### config.mk
export PLATFORM = sky130hd
export DESIGN_NAME = avalon_aes_interface
export DESIGN_NICKNAME = d
export VERILOG_FILES = /design/src/rtl/avalon_aes_interface.sv
export SDC_FILE = /design/constraint.sdc
export NUM_CORES = 1
export LEC_CHECK = 0
export ABC_AREA = 1
export CAP_MARGIN = 10
export CORE_ASPECT_RATIO = 1.1
export CORE_MARGIN = 10
export CORE_UTILIZATION = 44
export DETAILED_ROUTE_END_ITERATION = 8
export GPL_ROUTABILITY_DRIVEN = 1
export GPL_TIMING_DRIVEN = 0
export PLACE_DENSITY = 0.8
export RECOVER_POWER = 50
export SKIP_CTS_REPAIR_TIMING = 1
export SYNTH_ARGS = -nofsm -noshare
export SYNTH_HDL_FRONTEND = slang
export SYNTH_SLANG_ARGS = --single-unit
### constraint.sdc
create_clock -name CLK -period 4.3 [get_ports CLK]
set_input_delay 0.86 -clock CLK [delete_from_list [all_inputs] [get_ports CLK]]
set_output_delay 0.86 -clock CLK [all_outputs]
set_load 0.005 [all_outputs]
### src/rtl/avalon_aes_interface.sv
// Avalon-MM register file and control FSM in front of an AES decrypt core.
// Define AES_TIMEOUT_EN to abort a RUN that lasts 4095 cycles without AES_DONE.
module avalon_aes_interface (
    input  logic         CLK,
    input  logic         RESET_N,
    input  logic         AVL_CS,
    input  logic         AVL_READ,
    input  logic         AVL_WRITE,
    input  logic [3:0]   AVL_ADDR,
    input  logic [3:0]   AVL_BYTE_EN,
    input  logic [31:0]  AVL_WRITEDATA,
    output logic [31:0]  AVL_READDATA,
    output logic [31:0]  EXPORT_DATA,
    output logic         AES_START,
    input  logic         AES_DONE,
    output logic [127:0] AES_KEY,
    output logic [127:0] AES_MSG_ENC,
    input  logic [127:0] AES_MSG_DEC
);

    typedef enum logic [1:0] {
        StIdle,
        StRun,
        StFin
    } state_e;

    state_e      state_q, state_d;
    logic [31:0] regs_q [16];
    logic [31:0] regs_d [16];
    logic [31:0] readdata_q, readdata_d;
    logic        host_wr;
    logic        addr_writable;

    assign host_wr = AVL_CS & AVL_WRITE;
    // MSG_DEC (8-11) and DONE (15) are owned by the FSM.
    assign addr_writable = !((AVL_ADDR >= 4'd8 && AVL_ADDR <= 4'd11) || AVL_ADDR == 4'd15);

`ifdef AES_TIMEOUT_EN
    localparam logic [11:0] TmoLast = 12'd4094;

    logic [11:0] tmo_cnt_q, tmo_cnt_d;
    logic        tmo_hit;

    // Counter is held at zero outside RUN, so it starts clean on every entry.
    always_comb begin
        tmo_cnt_d = '0;
        if (state_q == StRun) begin
            tmo_cnt_d = tmo_cnt_q + 12'd1;
        end
    end

    assign tmo_hit = (tmo_cnt_q == TmoLast);

    always_ff @(posedge CLK or negedge RESET_N) begin
        if (!RESET_N) begin
            tmo_cnt_q <= '0;
        end else begin
            tmo_cnt_q <= tmo_cnt_d;
        end
    end
`endif

    always_comb begin
        state_d    = state_q;
        readdata_d = readdata_q;
        for (int i = 0; i < 16; i++) begin
            regs_d[i] = regs_q[i];
        end

        // Read samples the current register value, so a same-cycle write is not visible.
        if (AVL_CS && AVL_READ) begin
            readdata_d = regs_q[AVL_ADDR];
        end

        if (host_wr && addr_writable) begin
            for (int b = 0; b < 4; b++) begin
                if (AVL_BYTE_EN[b]) begin
                    regs_d[AVL_ADDR][8*b +: 8] = AVL_WRITEDATA[8*b +: 8];
                end
            end
        end

        unique case (state_q)
            StIdle: begin
                if (regs_q[14][0]) begin
                    state_d = StRun;
                end
            end
            StRun: begin
                if (AES_DONE) begin
                    state_d        = StFin;
                    regs_d[8]      = AES_MSG_DEC[127:96];
                    regs_d[9]      = AES_MSG_DEC[95:64];
                    regs_d[10]     = AES_MSG_DEC[63:32];
                    regs_d[11]     = AES_MSG_DEC[31:0];
                    regs_d[15][1:0] = 2'b01;
                end
`ifdef AES_TIMEOUT_EN
                else if (tmo_hit) begin
                    state_d         = StFin;
                    regs_d[15][1:0] = 2'b11;
                end
`endif
            end
            StFin: begin
                if (!regs_q[14][0]) begin
                    state_d         = StIdle;
                    regs_d[15][1:0] = 2'b00;
                end
            end
            default: state_d = StIdle;
        endcase
    end

    always_ff @(posedge CLK or negedge RESET_N) begin
        if (!RESET_N) begin
            state_q    <= StIdle;
            readdata_q <= '0;
            for (int i = 0; i < 16; i++) begin
                regs_q[i] <= '0;
            end
        end else begin
            state_q    <= state_d;
            readdata_q <= readdata_d;
            for (int i = 0; i < 16; i++) begin
                regs_q[i] <= regs_d[i];
            end
        end
    end

    assign AVL_READDATA = readdata_q;
    assign EXPORT_DATA  = {regs_q[0][31:16], regs_q[3][15:0]};
    assign AES_START    = (state_q == StRun);
    assign AES_KEY      = {regs_q[0], regs_q[1], regs_q[2], regs_q[3]};
    assign AES_MSG_ENC  = {regs_q[4], regs_q[5], regs_q[6], regs_q[7]};

endmodule

==> results.md <==
* Cell Rows at 95
* Die height at about 280 microns
* PwrDens at 458.4 mW/mm^2
* Sequential fraction of the synthesis area at 50.29%
* Synth-to-Final Area Change at 29.49%
* Most frequent CP cell: nand2_1
* Leakage at 0.01744 uW
* Peak VDD IR at 0.0003385 V
* CTS max path bufs at 3
* CTS sink cnt at 546
* Final non-filler cell total at 4911
* Via count at 26.13k
* Synth Net Count at 3661
* Multiplexer share of the synthesized area at 2.943%
* Hold crit path type: reg -> reg
* GR Overflow Total at 0
* Failing checks: capacitance limit, slew limit
* Total wire length at approximately 110 mm
* Synthesized area at 0.02717 sq mm
* R2r setup slk at 1480 ps
* Design area at 0.03518 sq mm
* Slowest-stage cell, CP: nor2_1
* Main combinational cell family by area after synthesis: simple AND/OR/NAND/NOR gates
* Synth Register Bits at roughly 550
* Commonest non-fill, non-tap cells in the layout: nand2_1 (1433), dfrtp_1 (546), clkdlybuf4s50_1 (445)
* DRC Markers at 0
* DR iter-0 viols at 3584
* Commonest non-fill, non-tap cell in the layout: nand2_1
* WS Path Type: in -> reg
* Dpl hpwl at 83.19 mm
* Area of the die at 0.07209 sq mm
* Synth unique cells at 19
* Clock slew at reported path FFs at roughly 60 ps
* Part of the cycle the worst path needs at 89.91%
* Critical Path RT at 4760 ps
* Tot GR Track Use at 30.58%
* Die X at 256.9 microns
* IO Pins at about 500
* GR peak layer: met2
* CTS tree: yes
* Fin Setup TNS at 0 ps
* Synth Area in Compound Gates at 7.733%
* Via density at 5.321
* Dpl cell area at 0.03326 sq mm
* Layout fillers at around 5.4k
* Initial core utilization at 44.46%
* Worst Skew at approximately 17 ps
* Root Driver: clkbuf_16
* Synth Instances at 3484
* TritonRoute pass-1 iters at 8
* Clk_lat worst skew at 620 ps
* GR Util met3 at 8.471%
* CP Cell Sequence: clkdlybuf4s50_1 > inv_2 > buf_2 > nand2_1 > nor2_1 > nand2_1 > buf_2 > nand2_1 > o21ai_0
* Arrival @ worst endpoint at between 4000 and 5000 ps
* Simple-Gate Fraction of Synth Area at 25.81%
* M1 GR Usage at 37.30%
* Final hold violation count at 0
* Core area at 0.06110 sq mm
* PortBufs at 494
* Remaining antenna violation count after routing at 0
* Final slew viol count at 99
* Final min period at 3866 ps
* MaxCap Viol Count at 1
* Share of cells above drive strength 1 at 13.30%
* Max H-tree Level at 2
* Slowest stage delay, CP at 1030 ps
* Initial antenna violation count at 12
* Fmax at 258.7 MHz
* Tightest Pin Transition at 2846 ps
* Adder-cell share of the synthesized area at 0.1382%
* Critical path peak fanout at 10
* CP endpoint kind: flop
* Largest net degree at the start of global routing at 124
* Ys Warns at 0
* First-pass GRT wire length at 164.5 mm
* Placed insts at roughly 4.8k
* RSZ-0062 raised after global routing: no
* # setup viols final at 0
* Startpoint types: primary input
* Vias in the first global route at 25.29k
* GPL Wtd Cong at 0.9496
* Status: finished, violations left
* Syn Area/Cell at between 7 and 8 sq um
* Post-synthesis xor/xnor area fraction at 0%
* Avg WL per Cell at 23.09 microns
* Relative slew slack at -89.74%
* Total CTS buffers at 55
* Final #Nets at between 4k and 5k
* Routing usage on met2 at 49.08%
-- cell usage after synthesis (all sizes together) --
library cell | count | area share (%)
nor2 | 252 | 3.5
clkbuf | 121 | 1.7
dfrtp | 546 | 50
a21oi | 57 | 1.1
inv | 109 | 1.5
o21ai | 361 | 6.7
o32ai | 1 | 0.032
ha | 3 | 0.14
buf | 399 | 9.9
nand2 | 1437 | 20
nand3 | 108 | 2.0
nand4 | 19 | 0.44
mux2 | 71 | 2.9
-- worst max-delay path, delay by kind of cell --
family                 cells  cell delay, ps
AOI/OAI and AO/OA          1             100
buffers and inverters      4            1420
and+or+nand+nor            4            1920
-- stage by stage --
stage / setup WS, ps / hold slack (ps) / power, uW / utilization (%)
2_1_floorplan: 2247 / 429.4 / 8922 / -
3_3_place_gp: -21960 / 439.8 / 10880 / 54.25
3_5_place_dp: 67.72 / 447.3 / 11000 / 54.43
4_1_cts: 700.9 / 330.9 / 16130 / 57.58
5_1_grt: 484.6 / 473.4 / 16810 / 57.57
6_report: 433.9 / 456.8 / 16130 / 57.58
-- flip-flops by register name, indices dropped and copies added (netlist names) --
name,cells
AES_KEY,128
state_q,2
AES_MSG_ENC,128
regs_q,256
AVL_READDATA,32
-- worst paths after layout --
check | depth (start not counted) | end | startpoint
setup / recovery | 9 | AES_KEY[38]$_DFFE_PN0P_ | AVL_ADDR[0]
hold / removal | 1 | regs_q[28]$_DFFE_PN0P_ | regs_q[28]$_DFFE_PN0P_
setup reg to reg | 6 | regs_q[193]$_DFF_PN0_ | state_q[1]$_DFFE_PN0P_
hold reg to reg | 1 | regs_q[28]$_DFFE_PN0P_ | regs_q[28]$_DFFE_PN0P_
max in group asynchronous | 3 | AES_MSG_ENC[91]$_DFFE_PN0P_ | RESET_N
min in group asynchronous | 1 | regs_q[193]$_DFF_PN0_ | RESET_N
-- area by class of cell --
| class | instances | area [sq um] | area share, % |
|---|---|---|---|
| multi-input combinational | 2309 | 9950 | 28.28 |
| buffer | 520 | 3142 | 8.931 |
| tap | 824 | 1031 | 2.931 |
| antenna | 5 | 12.51 | 0.03557 |
| clock inverter | 20 | 267.8 | 0.7612 |
| timing repair buffer | 498 | 5050 | 14.36 |
| sequential | 546 | 13660 | 38.84 |
| clock buffer | 80 | 1653 | 4.699 |
| inverter | 109 | 409.1 | 1.163 |
-- kinds of logic after synthesis --
kind of cell | Yosys count
AO/OA/AOI/OAI | 419
adder cells (fa/ha/maj) | 3
buffers and inverters | 629
flip-flops | 546
multiplexers | 71
AND/OR/NAND/NOR | 1816
-- power breakdown --
| group | leakage, uW | switching, uW | internal (uW) |
|---|---|---|---|
| sequential | 0.00705 | 679 | 6150 |
| combinational | 0.00945 | 2120 | 2010 |
| clock | 0.000939 | 2150 | 3020 |
-- layer usage --
metal  part of all wire, %  wire length, microns
met5                 0.078                    89
met4                   5.5                  6279
met3                    11                 12760
met1                    37                 42050
met2                    46                 52210
No activity file was read; power rests on OpenSTA's default activity.
